===== src/rtl/gato_pkg.sv =====
// Shared definitions for the Gato (tic-tac-toe) board logic.
// Holds the cell symbol codes, the default cell width and the turn encoding.
package gato_pkg;

  localparam int unsigned ANCHO_CELDA_DEF = 2;

  localparam int unsigned CELDA_VACIA = 0;
  localparam int unsigned CELDA_X     = 1;
  localparam int unsigned CELDA_O     = 2;

  typedef enum logic {
    TURNO_X = 1'b0,
    TURNO_O = 1'b1
  } turno_e;

  // Symbol code the player on turn must write.
  function automatic int unsigned simbolo_turno(input turno_e t);
    return (t == TURNO_O) ? CELDA_O : CELDA_X;
  endfunction

endpackage


===== src/rtl/registro_tablero_if.sv =====
// Move write port of the board register.
//   wr_valid : move request, sampled every cycle
//   wr_dir   : target cell index
//   wr_dato  : symbol code (1 = X, 2 = O)
//   wr_ack   : one-cycle pulse, request accepted
//   wr_err   : one-cycle pulse, request rejected
// master = move source, slave = board register.
interface registro_tablero_if
  import gato_pkg::*;
#(
  parameter int unsigned N_CELDAS    = 9,
  parameter int unsigned ANCHO_CELDA = ANCHO_CELDA_DEF
);
  localparam int unsigned ANCHO_DIR = $clog2(N_CELDAS);

  logic                   wr_valid;
  logic [ANCHO_DIR-1:0]   wr_dir;
  logic [ANCHO_CELDA-1:0] wr_dato;
  logic                   wr_ack;
  logic                   wr_err;

  modport master (output wr_valid, wr_dir, wr_dato, input  wr_ack, wr_err);
  modport slave  (input  wr_valid, wr_dir, wr_dato, output wr_ack, wr_err);

endinterface


===== src/rtl/pila_movimientos.sv =====
// LIFO of accepted move addresses, used to undo moves.
// Ports:
//   clk, reset   : clock, synchronous active-high reset (empties the stack)
//   vaciar_i     : synchronous clear (empties the stack)
//   push_i       : store dato_i on top (ignored when full)
//   pop_i        : drop the top entry (ignored when empty)
//   dato_i       : value to push
//   cima_c_o     : current top entry (combinational read of the storage)
//   vacia_o      : registered empty flag
module pila_movimientos #(
  parameter int unsigned PROFUNDIDAD = 9,
  parameter int unsigned ANCHO       = 4
) (
  input  logic             clk,
  input  logic             reset,
  input  logic             vaciar_i,
  input  logic             push_i,
  input  logic             pop_i,
  input  logic [ANCHO-1:0] dato_i,
  output logic [ANCHO-1:0] cima_c_o,
  output logic             vacia_o
);

  localparam int unsigned ANCHO_PTR = $clog2(PROFUNDIDAD + 1);

  logic [ANCHO-1:0]     mem_q [PROFUNDIDAD];
  logic [ANCHO_PTR-1:0] ptr_q, ptr_d;
  logic                 vacia_q;
  logic                 llena;

  assign llena = (ptr_q == ANCHO_PTR'(PROFUNDIDAD));

  // Pointer update: clear wins over pop, pop over push.
  always_comb begin
    ptr_d = ptr_q;
    if (vaciar_i) begin
      ptr_d = '0;
    end else if (pop_i && !vacia_q) begin
      ptr_d = ptr_q - ANCHO_PTR'(1);
    end else if (push_i && !llena) begin
      ptr_d = ptr_q + ANCHO_PTR'(1);
    end
  end

  always_ff @(posedge clk) begin
    if (reset) begin
      ptr_q   <= '0;
      vacia_q <= 1'b1;
    end else begin
      ptr_q   <= ptr_d;
      vacia_q <= (ptr_d == '0);
    end
  end

  // Storage has no reset; only entries below the pointer are ever read.
  always_ff @(posedge clk) begin
    if (!reset && !vaciar_i && !pop_i && push_i && !llena) begin
      for (int unsigned i = 0; i < PROFUNDIDAD; i++) begin
        if (ANCHO_PTR'(i) == ptr_q) mem_q[i] <= dato_i;
      end
    end
  end

  // Top entry lives at index ptr_q-1.
  always_comb begin
    cima_c_o = '0;
    for (int unsigned i = 0; i < PROFUNDIDAD; i++) begin
      if (ANCHO_PTR'(i + 1) == ptr_q) cima_c_o = mem_q[i];
    end
  end

  assign vacia_o = vacia_q;

endmodule


===== src/rtl/registro_tablero.sv =====
// Board-state register for the Gato game.
// Holds N_CELDAS cells of ANCHO_CELDA bits, accepts one move per cycle,
// rejects illegal moves and tracks turn, occupied count and full board.
// Optional undo support is built when REGISTRO_TABLERO_UNDO_EN is defined.
// Ports:
//   clk, reset : clock, synchronous active-high reset
//   limpiar    : synchronous clear of the game state
//   deshacer   : undo the last accepted move (undo build only)
//   wr         : move write port (slave side)
//   tablero    : registered board, cell i at [i*ANCHO_CELDA +: ANCHO_CELDA]
//   ocupadas   : number of non-empty cells
//   lleno      : ocupadas == N_CELDAS
//   turno      : 0 = X to move, 1 = O to move
module registro_tablero
  import gato_pkg::*;
#(
  parameter int unsigned N_CELDAS    = 9,
  parameter int unsigned ANCHO_CELDA = ANCHO_CELDA_DEF
) (
  input  logic                            clk,
  input  logic                            reset,
  input  logic                            limpiar,
  input  logic                            deshacer,
  registro_tablero_if.slave               wr,
  output logic [N_CELDAS*ANCHO_CELDA-1:0] tablero,
  output logic [$clog2(N_CELDAS+1)-1:0]   ocupadas,
  output logic                            lleno,
  output logic                            turno
);

  localparam int unsigned ANCHO_DIR  = $clog2(N_CELDAS);
  localparam int unsigned ANCHO_OCUP = $clog2(N_CELDAS + 1);
  localparam int unsigned ANCHO_TAB  = N_CELDAS * ANCHO_CELDA;

  logic [ANCHO_TAB-1:0]   tablero_q,  tablero_d;
  logic [ANCHO_OCUP-1:0]  ocupadas_q, ocupadas_d;
  logic                   turno_q,    turno_d;
  logic                   lleno_q;
  logic                   ack_q,      ack_d;
  logic                   err_q,      err_d;

  logic [ANCHO_CELDA-1:0] celda_sel;
  logic [ANCHO_CELDA-1:0] simbolo;
  logic                   dir_ok;
  logic                   legal;
  logic                   push;
  logic                   pop;

  // Read the addressed cell; out-of-range addresses read as empty but are
  // rejected by dir_ok.
  always_comb begin
    celda_sel = '0;
    for (int unsigned i = 0; i < N_CELDAS; i++) begin
      if (ANCHO_DIR'(i) == wr.wr_dir) celda_sel = tablero_q[i*ANCHO_CELDA +: ANCHO_CELDA];
    end
  end

  assign dir_ok  = (32'(wr.wr_dir) < N_CELDAS);
  assign simbolo = ANCHO_CELDA'(simbolo_turno(turno_e'(turno_q)));
  // The required symbol is never 0, so this also forbids erasing a cell.
  assign legal   = dir_ok && (celda_sel == '0) && (wr.wr_dato == simbolo) && !lleno_q;

`ifdef REGISTRO_TABLERO_UNDO_EN
  logic [ANCHO_DIR-1:0] cima;
  logic                 pila_vacia;

  pila_movimientos #(
    .PROFUNDIDAD (N_CELDAS),
    .ANCHO       (ANCHO_DIR)
  ) u_pila (
    .clk      (clk),
    .reset    (reset),
    .vaciar_i (limpiar),
    .push_i   (push),
    .pop_i    (pop),
    .dato_i   (wr.wr_dir),
    .cima_c_o (cima),
    .vacia_o  (pila_vacia)
  );
`else
  logic unused_deshacer;
  assign unused_deshacer = deshacer;
`endif

  // Next state: limpiar > deshacer > wr_valid.
  always_comb begin
    tablero_d  = tablero_q;
    ocupadas_d = ocupadas_q;
    turno_d    = turno_q;
    ack_d      = 1'b0;
    err_d      = 1'b0;
    push       = 1'b0;
    pop        = 1'b0;
    if (limpiar) begin
      tablero_d  = '0;
      ocupadas_d = '0;
      turno_d    = 1'b0;
    end
`ifdef REGISTRO_TABLERO_UNDO_EN
    else if (deshacer) begin
      if (!pila_vacia) begin
        pop = 1'b1;
        for (int unsigned i = 0; i < N_CELDAS; i++) begin
          if (ANCHO_DIR'(i) == cima) tablero_d[i*ANCHO_CELDA +: ANCHO_CELDA] = '0;
        end
        ocupadas_d = ocupadas_q - ANCHO_OCUP'(1);
        turno_d    = ~turno_q;
        ack_d      = 1'b1;
      end else begin
        err_d = 1'b1;
      end
    end
`endif
    else if (wr.wr_valid) begin
      if (legal) begin
        push = 1'b1;
        for (int unsigned i = 0; i < N_CELDAS; i++) begin
          if (ANCHO_DIR'(i) == wr.wr_dir) tablero_d[i*ANCHO_CELDA +: ANCHO_CELDA] = wr.wr_dato;
        end
        // Cannot overflow: legal moves require a non-full board.
        ocupadas_d = ocupadas_q + ANCHO_OCUP'(1);
        turno_d    = ~turno_q;
        ack_d      = 1'b1;
      end else begin
        err_d = 1'b1;
      end
    end
  end

  always_ff @(posedge clk) begin
    if (reset) begin
      tablero_q  <= '0;
      ocupadas_q <= '0;
      turno_q    <= 1'b0;
      lleno_q    <= 1'b0;
      ack_q      <= 1'b0;
      err_q      <= 1'b0;
    end else begin
      tablero_q  <= tablero_d;
      ocupadas_q <= ocupadas_d;
      turno_q    <= turno_d;
      lleno_q    <= (ocupadas_d == ANCHO_OCUP'(N_CELDAS));
      ack_q      <= ack_d;
      err_q      <= err_d;
    end
  end

  assign tablero   = tablero_q;
  assign ocupadas  = ocupadas_q;
  assign lleno     = lleno_q;
  assign turno     = turno_q;
  assign wr.wr_ack = ack_q;
  assign wr.wr_err = err_q;

endmodule


===== src/flat_wrapper.sv =====
// flat-port wrapper written by rule: the top's interface ports become plain ports
module registro_tablero_flat import gato_pkg::*;
#(
  parameter int unsigned N_CELDAS    = 9,
  parameter int unsigned ANCHO_CELDA = ANCHO_CELDA_DEF
)
  (clk, reset, limpiar, deshacer, tablero, ocupadas, lleno, turno, wr_wr_valid, wr_wr_dir, wr_wr_dato, wr_wr_ack, wr_wr_err);
  registro_tablero_if #(.N_CELDAS(N_CELDAS), .ANCHO_CELDA(ANCHO_CELDA)) wr_i ();
  input  logic clk;
  input  logic reset;
  input  logic limpiar;
  input  logic deshacer;
  output logic [N_CELDAS*ANCHO_CELDA-1:0] tablero;
  output logic [$clog2(N_CELDAS+1)-1:0] ocupadas;
  output logic lleno;
  output logic turno;
  input wire logic [$bits(wr_i.wr_valid)-1:0] wr_wr_valid;
  input wire logic [$bits(wr_i.wr_dir)-1:0] wr_wr_dir;
  input wire logic [$bits(wr_i.wr_dato)-1:0] wr_wr_dato;
  output wire logic [$bits(wr_i.wr_ack)-1:0] wr_wr_ack;
  output wire logic [$bits(wr_i.wr_err)-1:0] wr_wr_err;
  assign wr_i.wr_valid = wr_wr_valid;
  assign wr_i.wr_dir = wr_wr_dir;
  assign wr_i.wr_dato = wr_wr_dato;
  assign wr_wr_ack = wr_i.wr_ack;
  assign wr_wr_err = wr_i.wr_err;
  registro_tablero #(.N_CELDAS(N_CELDAS), .ANCHO_CELDA(ANCHO_CELDA)) u_core (.clk(clk), .reset(reset), .limpiar(limpiar), .deshacer(deshacer), .wr(wr_i), .tablero(tablero), .ocupadas(ocupadas), .lleno(lleno), .turno(turno));
endmodule

===== config.mk =====
export PLATFORM = sky130hd
export DESIGN_NAME = registro_tablero_flat
export DESIGN_NICKNAME = d
export VERILOG_FILES = /design/src/rtl/gato_pkg.sv /design/src/rtl/registro_tablero_if.sv /design/src/rtl/pila_movimientos.sv /design/src/rtl/registro_tablero.sv /design/src/flat_wrapper.sv
export SDC_FILE = /design/constraint.sdc
export NUM_CORES = 1
export LEC_CHECK = 0
export BUFFER_PORTS_ARGS = -buffer_cell sky130_fd_sc_hd__buf_2
export CORE_MARGIN = 10
export CORE_UTILIZATION = 50
export CTS_BUF_LIST = sky130_fd_sc_hd__clkbuf_4 sky130_fd_sc_hd__clkbuf_8 sky130_fd_sc_hd__clkbuf_16
export DETAILED_ROUTE_END_ITERATION = 8
export PLACE_DENSITY = 0.77
export SYNTH_ARGS = -nofsm -noshare
export SYNTH_HDL_FRONTEND = slang
export SYNTH_SLANG_ARGS = --single-unit
export TNS_END_PERCENT = 5

===== constraint.sdc =====
create_clock -name clk -period 2.83 [get_ports clk]
set_clock_uncertainty 0.1 [all_clocks]
set_input_delay 0.849 -clock clk [delete_from_list [all_inputs] [get_ports clk]]
set_output_delay 0.849 -clock clk [all_outputs]
set_load 0.005 [all_outputs]

==> flow_summary_export.csv, run 1 <==
group,metric,value,unit
status,outcome,"complete, no violations",
pwr,peakVddDrop,0.000323,V
synth,synth-seq-area-share,40.4,%
synth,synth_top_area_share,40.4,%
layout,antenna_cells,0,
floorplan,die_area,5000,um^2
pwr,power.density,407,nW/um^2
global_route,antenna_found_initial,0,
layout,syn_to_final_growth,20.1,%
clock_network,cts_buffer_depth,2,
synth,synthDominantAreaCellType,"dfxtp_1",
drt,routedWlPerCell,17.4,um
drt,drt-pass1-iter-count,4,
drt,vias,1157,
clock_network,clk_pin_slew,0.14,ns
pwr,cellLeakagePower,0.677,nW
synth,syn_inst,125,
synth,ys_ff_latch,26,
layout,drive_gt1_share,34.8,%
floorplan,num_rows,18,
timing,setup_violations,0,
layout,fin_nets,177,
timing,hold_viol_final,0,
layout,finalCoreUtilization,62.4,%
clock_network,cts_resized,0,
worst_setup_path,crit_path_top_delay_cell,"o41ai_1",
placement,place_congestion,0.895,
drt,drt-initial-drc-count,134,
synth,ys.flop_type,"dfxtp_1",
timing,fmax,414,MHz
global_route,grtUsageTotal,13.5,%
synth,syn_area_per_cell,10.3,um^2
worst_setup_path,end_kind,"register",
synth,synth_cell_types,47,
synth,yosysMostFrequentCell,"dfxtp_1",
clock_network,clk_latency,0.32,ns
timing,period_needed,2.42,ns
synth,synth_nets,137,
floorplan,die_y,70.7,um
global_route,grt_max_degree,15,
floorplan,ios,37,
drt,antenna_left,0,
global_route,grt_pass1_wl,5760,um
worst_setup_path,crit_path_start,"wr_wr_dir[0]",
min_path,hold_path.class,"reg -> reg",
min_path,hold_path_depth,2,
synth,synth.area.top_cells,"dfxtp_1, a32o_1, nand2_1",
floorplan,dieWidth,70.7,um
synth,synth_edf_count,0,
drt,vias_per_cell,5.96,
worst_setup_path,slowest_delay,0.36,ns
worst_setup_path,cp.arrival,2.54,ns
layout,final_cells,194,
run,drv_cap,0,
placement,dp.cells,190,
clock_network,cts_tree,"done",
floorplan,start_util,52.0,%
timing,slew_viol_final,0,
timing,fin_setup_tns,0,ns
worst_setup_path,cp.required,2.95,ns
clock_network,h-tree-depth,1,
worst_setup_path,start_kind,"input port",
worst_setup_path,critical_path_class,"in -> reg",
pwr,p_total,629,uW
timing,rsz0062_at_grt,"false",
placement,place_hpwl,2570,um
timing,tightest_slew,0.723,ns
synth,synthTopCellsByCount,"dfxtp_1, nand2_1, a32o_1",
drt,drc_errors,0,
clock_network,ctsHoldBuffers,0,
timing,worst_slack,0.413,ns
worst_setup_path,critical_path.max_fanout,9,
timing,maxSlewHeadroom,51.4,%
placement,portBuffers,35,
synth,async_reset_ff_share,0,%
worst_setup_path,reg2reg_from,"u_core.turno$_SDFFE_PP0P_",
clock_network,cts_sinks,26,
placement,dp_slack,0.0696,ns
clock_network,post_cts_buffers,0,
layout,fillers,229,
worst_setup_path,endpoint,"u_core.tablero[1]$_SDFFE_PP0P_",
floorplan,core_area,2480,um^2
timing,finalCritPeriodShare,85.4,%
global_route,overflow,0,
synth,yosys_warnings,0,
drt,drt-total-wl,3380,um
global_route,grt_pass1_vias,1169,
worst_setup_path,path_cells,"buf_2 -> or2_4 -> or3_4 -> a221oi_4 -> o211ai_4 -> o41ai_1",
worst_setup_path,reg2reg_slack,0.75,ns
synth,netlist_area,1290,um^2
clock_network,cts_made_buffers,3,
worst_setup_path,worstReg2RegEnd,"u_core.tablero[1]$_SDFFE_PP0P_",
worst_setup_path,reg2reg_depth,5,
clock_network,clockRootBuffer,"clkbuf_4",
[sequential cells by signal, summed over array words and instances (netlist names)]
register and count:
u_core.tablero 18, u_core.ocupadas 4, u_core.lleno 1, u_core.turno 1, u_core.wr.wr_ack 1, u_core.wr.wr_err 1
[through the flow]
stage                     hold WS [ns]  instance area, um^2
after CTS                        0.376                 1550
after global placement           0.353                 1510
after detailed placement         0.358                 1510
after global routing             0.407                 1550
after floorplan                  0.354                 1290
final                            0.373                 1550
[layout by cell type, fill, tap and decap left out, types with 3 or more instances in the layout]
cell type and count:
a32o_1 11, buf_2 35, buf_4 7, clkbuf_4 3, dfxtp_1 26, mux2i_1 5, nand2_1 14, nand2b_1 3
nor2_1 6, nor3_1 5, o21ai_1 3, o41ai_1 4, or3_1 3
[layout make-up]
class                           instances  area (um^2)  share of cell area (%)
Multi-Input combinational cell         91          721                    46.6
Sequential cell                        26          520                    33.7
Timing Repair Buffer                   42          228                    14.7
Tap cell                               30         37.5                    2.43
Clock buffer                            4         36.3                    2.35
Inverter                                1         3.75                   0.243
[worst min-delay path by stage]
| stage | from | endpoint | slack (ns) |
|---|---|---|---|
| floorplan | u_core.tablero[5]$_SDFFE_PP0P_ | u_core.tablero[5]$_SDFFE_PP0P_ | 0.35 |
| finish | u_core.tablero[5]$_SDFFE_PP0P_ | u_core.tablero[5]$_SDFFE_PP0P_ | 0.37 |
| global placement | u_core.tablero[1]$_SDFFE_PP0P_ | u_core.tablero[1]$_SDFFE_PP0P_ | 0.35 |
| CTS | u_core.tablero[5]$_SDFFE_PP0P_ | u_core.tablero[5]$_SDFFE_PP0P_ | 0.38 |
| detailed placement | u_core.tablero[5]$_SDFFE_PP0P_ | u_core.tablero[5]$_SDFFE_PP0P_ | 0.36 |
| global route | u_core.tablero[5]$_SDFFE_PP0P_ | u_core.tablero[5]$_SDFFE_PP0P_ | 0.41 |
[worst max-delay path: cells and delay by family]
kind	cells	cell delay [ns]
AOI/OAI and AO/OA	3	0.89
and+or+nand+nor	2	0.64
buffers and inverters	1	0.15
[routing by layer]
metal  routed length, um  part of all wire, %  global-route usage [%]
met4                  52                  1.5                    5.59
met3                 188                  5.6                    3.49
met2                1620                   48                    21.8
met5                   0                    0                       0
met1                1520                   45                    16.6
[cells by family after synthesis]
| logic type | after synthesis | synth area share [%] |
|---|---|---|
| simple gates | 51 | 22.9 |
| compound gates | 32 | 26.6 |
| flops | 26 | 40.4 |
| buf+inv | 8 | 3.59 |
| mux | 6 | 4.76 |
| xor+xnor | 1 | 0.680 |
| fa+ha+maj | 1 | 0.972 |
[power by group]
part	switching, mW	total (mW)	internal (mW)
sequential	0.000933	0.368	0.367
combinational	0.0449	0.0732	0.0283
clock	0.109	0.187	0.0787
total	0.154	0.629	0.474
No activity file was read; power rests on OpenSTA's default activity.
==> run 2, diff against run 1 <==
--- a/config.mk
+++ b/config.mk
@@ -5,13 +5,14 @@
 export SDC_FILE = /design/constraint.sdc
 export NUM_CORES = 1
 export LEC_CHECK = 0
-export BUFFER_PORTS_ARGS = -buffer_cell sky130_fd_sc_hd__buf_2
+export BUFFER_PORTS_ARGS = -buffer_cell sky130_fd_sc_hd__buf_4
 export CORE_MARGIN = 10
 export CORE_UTILIZATION = 50
 export CTS_BUF_LIST = sky130_fd_sc_hd__clkbuf_4 sky130_fd_sc_hd__clkbuf_8 sky130_fd_sc_hd__clkbuf_16
 export DETAILED_ROUTE_END_ITERATION = 8
-export PLACE_DENSITY = 0.77
+export PLACE_DENSITY = 0.78
 export SYNTH_ARGS = -nofsm -noshare
 export SYNTH_HDL_FRONTEND = slang
+export SYNTH_HIERARCHICAL = 1
 export SYNTH_SLANG_ARGS = --single-unit
 export TNS_END_PERCENT = 5
==> flow_summary_export.csv, run 2 <==
group,metric,value,unit
drt,drc_errors,0,
timing,hold_viol_final,0,
drt,drt-pass1-iter-count,4,
timing,fin_setup_tns,0,ns
synth,synthDominantAreaCellType,"dfxtp_1",
pwr,p_comb_share,10.9,%
pwr,power.density,442,nW/um^2
timing,period_needed,2.30,ns
layout,layout_common_cells,"buf_4, dfxtp_1, a32o_1",
layout,final_common_cell,"buf_4",
clock_network,h-tree-depth,1,
synth,async_reset_ff_share,0,%
pwr,seq_power_share,52.8,%
drt,drt-total-wl,3340,um
worst_setup_path,start_kind,"input port",
layout,largest_reg_flops,18,
floorplan,start_util,51.5,%
worst_setup_path,slowest_delay,0.36,ns
placement,portBuffers,35,
synth,synth-seq-area-share,41.5,%
min_path,hold_path.class,"reg -> reg",
pwr,switching_share,22.6,%
floorplan,core_area,2430,um^2
global_route,grt_pass1_wl,5510,um
worst_setup_path,cp.required,3.00,ns
drt,vias_per_cell,6.12,
pwr,peakVddDrop,0.000370,V
layout,fin_nets,171,
global_route,antenna_found_initial,0,
drt,routedWlPerCell,17.7,um
synth,synth_cell_types,38,
synth,synth_top_area_share,41.5,%
timing,rsz0062_at_grt,"false",
worst_setup_path,crit_path_top_delay_cell,"nor2_4",
clock_network,clk_latency,0.32,ns
clock_network,post_cts_buffers,0,
clock_network,cts_buffer_depth,2,
drt,antenna_left,0,
worst_setup_path,crit_buf_inv,1,
worst_setup_path,critical_path_class,"in -> reg",
synth,syn_inst,123,
drt,drt-initial-drc-count,65,
worst_setup_path,path_cells,"buf_4 -> or3b_1 -> a21oi_1 -> nand3_2 -> nor2_4 -> a32o_1",
clock_network,cts_made_buffers,3,
synth,synthTopCellsByCount,"dfxtp_1, a32o_1, nand2_1",
timing,tightest_slew,0.453,ns
pwr,cellLeakagePower,0.657,nW
layout,fillers,200,
pwr,p_int,540,uW
synth,synth.area.top_cells,"dfxtp_1, a32o_1, nand2_1",
timing,setup_violations,0,
timing,maxSlewHeadroom,69.7,%
min_path,min_to,"u_core/tablero[3]$_SDFFE_PP0P_",
synth,syn_area_per_cell,10.2,um^2
clock_network,cts_sinks,26,
layout,antenna_cells,0,
floorplan,dieWidth,70.1,um
status,outcome,"complete, no violations",
timing,fmax,435,MHz
worst_setup_path,worstReg2RegEnd,"u_core/tablero[9]$_SDFFE_PP0P_",
clock_network,clockRootBuffer,"clkbuf_4",
placement,place_hpwl,2570,um
worst_setup_path,reg2reg_slack,0.80,ns
synth,yosysMostFrequentCell,"dfxtp_1",
floorplan,ios,37,
worst_setup_path,critical_path.max_fanout,16,
worst_setup_path,end_kind,"register",
worst_setup_path,critical_path.top_delay_family,"simple AND/OR/NAND/NOR gates",
floorplan,num_rows,18,
global_route,overflow,0,
clock_network,clk_pin_slew,0.14,ns
global_route,grt_max_degree,18,
placement,place_congestion,0.765,
synth,synth_edf_count,0,
pwr,clkPwrFrac,36.3,%
worst_setup_path,cp.arrival,2.47,ns
clock_network,cts_resized,0,
global_route,grt_pass1_vias,1122,
min_path,hp-start,"u_core/tablero[3]$_SDFFE_PP0P_",
min_path,hold_path_depth,1,
global_route,grtUsageTotal,13.1,%
floorplan,die_area,4910,um^2
synth,yosys_warnings,6,
synth,ys_ff_latch,26,
clock_network,ctsHoldBuffers,0,
synth,ys.flop_type,"dfxtp_1",
worst_setup_path,reg2reg_depth,5,
pwr,switchingPower,158,uW
layout,syn_to_final_growth,25.7,%
timing,slew_viol_final,0,
timing,hold_slack,0.416,ns
drt,vias,1150,
clock_network,cts_tree,"done",
synth,synth_nets,135,
run,drv_cap,0,
synth,netlist_area,1250,um^2
worst_setup_path,reg2reg_from,"u_core/turno$_SDFFE_PP0P_",
layout,drive_gt1_share,34.8,%
timing,finalCritPeriodShare,81.2,%
floorplan,die_y,70.1,um
run 2: changes by cell type in the layout (fill, tap and decap cells not counted), sizes merged, moves of 3 or more:
cell,previous run,this run
a21oi,0,8
buf,42,37
mux2i,5,0
a32o,11,15
nor3,5,1
nand2b,3,0
nand3,1,4
nor2,7,10
o41ai,4,1
run 2: cells by family (layout without fill, tap and decap cells):
family / Yosys count / count (layout) / share of synthesized area (%)
flops: 26 / 26 / 41.5
fa+ha+maj: 1 / 1 / 0.998
buf+inv: 6 / 41 / 3.59
xor+xnor: 1 / 1 / 0.699
simple gates: 50 / 50 / 23.7
compound gates: 39 / 39 / 29.5
run 2: area by class of cell:
class,instances,area [um^2],share of cell area [%]
clock buffers,3,22.5,1.43
clock inverters,1,30.0,1.90
multi-input cells,91,688,43.7
flip-flops and latches,26,520,33.0
well taps,30,37.5,2.38
repair buffers,37,278,17.6
run 2: layer usage:
layer  up-vias  GRT usage, %  routed length, um
met4         0          2.85                 38
met5         -             0                  0
met1       561          14.5               1410
li1        556             -                  -
met2        29          23.5               1710
met3         4          4.38                175
run 2: power groups by stage:
stage          sequential, mW  clock [mW]  combinational, mW
2_1_floorplan           0.376           0             0.0495
3_3_place_gp            0.376           0             0.0726
3_5_place_dp            0.376           0             0.0744
4_1_cts                 0.369       0.258             0.0751
5_1_grt                 0.369       0.277             0.0829
6_report                0.368       0.253             0.0761
run 2: worst max path at each step:
stage	start	endpoint	slack [ns]	depth (start not counted)
finish	wr_wr_dato[1]	u_core/tablero[9]$_SDFFE_PP0P_	0.53	6
global route	wr_wr_dato[1]	u_core/tablero[7]$_SDFFE_PP0P_	0.43	6
CTS	wr_wr_dato[1]	u_core/tablero[4]$_SDFFE_PP0P_	0.56	6
detailed placement	wr_wr_dato[1]	u_core/tablero[4]$_SDFFE_PP0P_	0.23	6
global placement	wr_wr_dato[1]	u_core/tablero[14]$_SDFFE_PP0P_	0.28	6
floorplan	wr_wr_dir[0]	u_core/lleno$_SDFF_PP0_	0.45	6
run 2: metrics by stage:
| step | cells | power, mW | utilization, % | setup WS, ns | area, um^2 |
|---|---|---|---|---|---|
| final | 188 | 0.698 | 64.8 | 0.533 | 1580 |
| after global routing | 188 | 0.729 | 64.8 | 0.431 | 1580 |
| after CTS | 188 | 0.701 | 64.8 | 0.561 | 1580 |
| after detailed placement | 184 | 0.451 | 62.7 | 0.228 | 1520 |
| after global placement | 184 | 0.449 | 62.7 | 0.280 | 1520 |
| after floorplan | 123 | 0.426 | - | 0.455 | 1250 |
==> run 3, diff against run 2 <==
--- a/config.mk
+++ b/config.mk
@@ -7,10 +7,10 @@
 export LEC_CHECK = 0
 export BUFFER_PORTS_ARGS = -buffer_cell sky130_fd_sc_hd__buf_4
 export CORE_MARGIN = 10
-export CORE_UTILIZATION = 50
+export CORE_UTILIZATION = 45
 export CTS_BUF_LIST = sky130_fd_sc_hd__clkbuf_4 sky130_fd_sc_hd__clkbuf_8 sky130_fd_sc_hd__clkbuf_16
 export DETAILED_ROUTE_END_ITERATION = 8
-export PLACE_DENSITY = 0.78
+export PLACE_DENSITY = 0.74
 export SYNTH_ARGS = -nofsm -noshare
 export SYNTH_HDL_FRONTEND = slang
 export SYNTH_HIERARCHICAL = 1
==> constraint.sdc (replaced) <==
create_clock -name clk -period 2.05 [get_ports clk]
set_clock_uncertainty 0.1 [all_clocks]
set_input_delay 0.615 -clock clk [delete_from_list [all_inputs] [get_ports clk]]
set_output_delay 0.615 -clock clk [all_outputs]
set_load 0.005 [all_outputs]
==> flow_summary_export.csv, run 3 (same netlist as run 2, synthesis figures left out) <==
group,metric,value,unit
min_path,hold_path.class,"reg -> reg",
clock_network,clk_pin_slew,0.14,ns
clock_network,cts_tree,"done",
clock_network,cts_sinks,26,
status,outcome,"complete, no violations",
global_route,grt_pass1_vias,1245,
worst_setup_path,reg2reg_slack,0.16,ns
worst_setup_path,end_kind,"register",
clock_network,cts_resized,0,
worst_setup_path,critical_path_class,"in -> reg",
timing,period_needed,1.95,ns
floorplan,dieWidth,72.8,um
timing,maxSlewHeadroom,73.6,%
worst_setup_path,start_kind,"input port",
layout,layout_common_cells,"buf_4, dfxtp_1, a32o_1",
worst_setup_path,reg2reg_depth,5,
drt,vias,1185,
run,drv_cap,0,
global_route,grt_pass1_wl,5710,um
placement,place_area,1690,um^2
floorplan,start_util,46.3,%
drt,drc_errors,0,
clock_network,ctsHoldBuffers,0,
floorplan,die_y,72.8,um
timing,finalCritPeriodShare,95.2,%
placement,dp_slack,-0.231,ns
drt,antenna_left,0,
worst_setup_path,critical_path.max_fanout,10,
pwr,peakVddDrop,0.000414,V
layout,drive_gt1_share,42.5,%
timing,rsz0062_at_grt,"false",
floorplan,ios,37,
timing,hold_viol_final,0,
clock_network,clockRootBuffer,"clkbuf_4",
worst_setup_path,cp.required,2.20,ns
drt,drt-pass1-iter-count,4,
global_route,grtUsageTotal,13.0,%
floorplan,die_area,5300,um^2
pwr,cellLeakagePower,0.757,nW
worst_setup_path,cp.arrival,2.10,ns
clock_network,h-tree-depth,1,
global_route,overflow,0,
clock_network,clk_latency,0.33,ns
layout,stdcell_area,1730,um^2
layout,largest_reg_flops,18,
placement,dp.cells,201,
floorplan,core_area,2710,um^2
timing,slew_viol_final,0,
pwr,p_total,907,uW
layout,final_cells,205,
drt,vias_per_cell,5.78,
drt,routedWlPerCell,16.6,um
drt,drt-initial-drc-count,72,
floorplan,num_rows,19,
placement,place_congestion,0.797,
timing,worst_slack,0.0994,ns
timing,tightest_slew,0.395,ns
min_path,hold_path_depth,1,
layout,final_common_cell,"buf_4",
layout,fin_nets,187,
drt,drt-total-wl,3400,um
clock_network,cts_made_buffers,3,
layout,antenna_cells,0,
pwr,power.density,523,nW/um^2
placement,portBuffers,35,
layout,syn_to_final_growth,38.3,%
placement,place_hpwl,2700,um
clock_network,cts_buffer_depth,2,
timing,fmax,513,MHz
global_route,antenna_found_initial,0,
clock_network,post_cts_buffers,0,
global_route,grt_max_degree,17,
timing,setup_violations,0,
## run 3: cell types whose count changed in the layout (fill, tap and decap cells not counted), sizes merged
cell / before / now
buf: 37 / 53
bufinv: 1 / 0
clkbuf: 3 / 4
## run 3: area by class of cell
type | count | area (um^2)
clock buffer | 4 | 36.3
fill | 249 | 976
multi-input combinational | 91 | 728
sequential | 26 | 520
tap | 31 | 38.8
timing repair buffer | 53 | 410
## run 3: critical path, stage by stage
cell and delay (ns):
buf_4 0.14, or3_1 0.39, o31ai_4 0.26, and3_1 0.29, nand2_2 0.12, o41ai_2 0.28
## run 3: layer usage
layer / part of all wire (%) / GRT usage, %
met3: 6.4 / 3.81
met1: 40 / 13.3
met2: 51 / 23.6
met4: 2.1 / 5.70
met5: 0 / 0
## run 3: stage by stage
step	hold slack (ns)	util, %	TNS [ns]
floorplan	0.381	-	-0.838
global placement	0.374	62.5	-3.57
detailed placement	0.386	62.5	-4.32
CTS	0.417	63.9	0
global route	0.427	64.0	0
finish	0.411	64.0	0
## run 3: power by group
group          internal, mW  total [mW]  switching [mW]
Clock                 0.109       0.265           0.156
Sequential            0.507       0.509         0.00138
Combinational        0.0631       0.134          0.0704
Total                 0.679       0.907           0.228
## run 3: worst paths after layout
path | end | from
setup / recovery | u_core/tablero[15]$_SDFFE_PP0P_ | wr_wr_dir[1]
hold / removal | u_core/tablero[13]$_SDFFE_PP0P_ | u_core/tablero[13]$_SDFFE_PP0P_
setup reg to reg | u_core/tablero[15]$_SDFFE_PP0P_ | u_core/tablero[5]$_SDFFE_PP0P_
hold reg to reg | u_core/tablero[13]$_SDFFE_PP0P_ | u_core/tablero[13]$_SDFFE_PP0P_
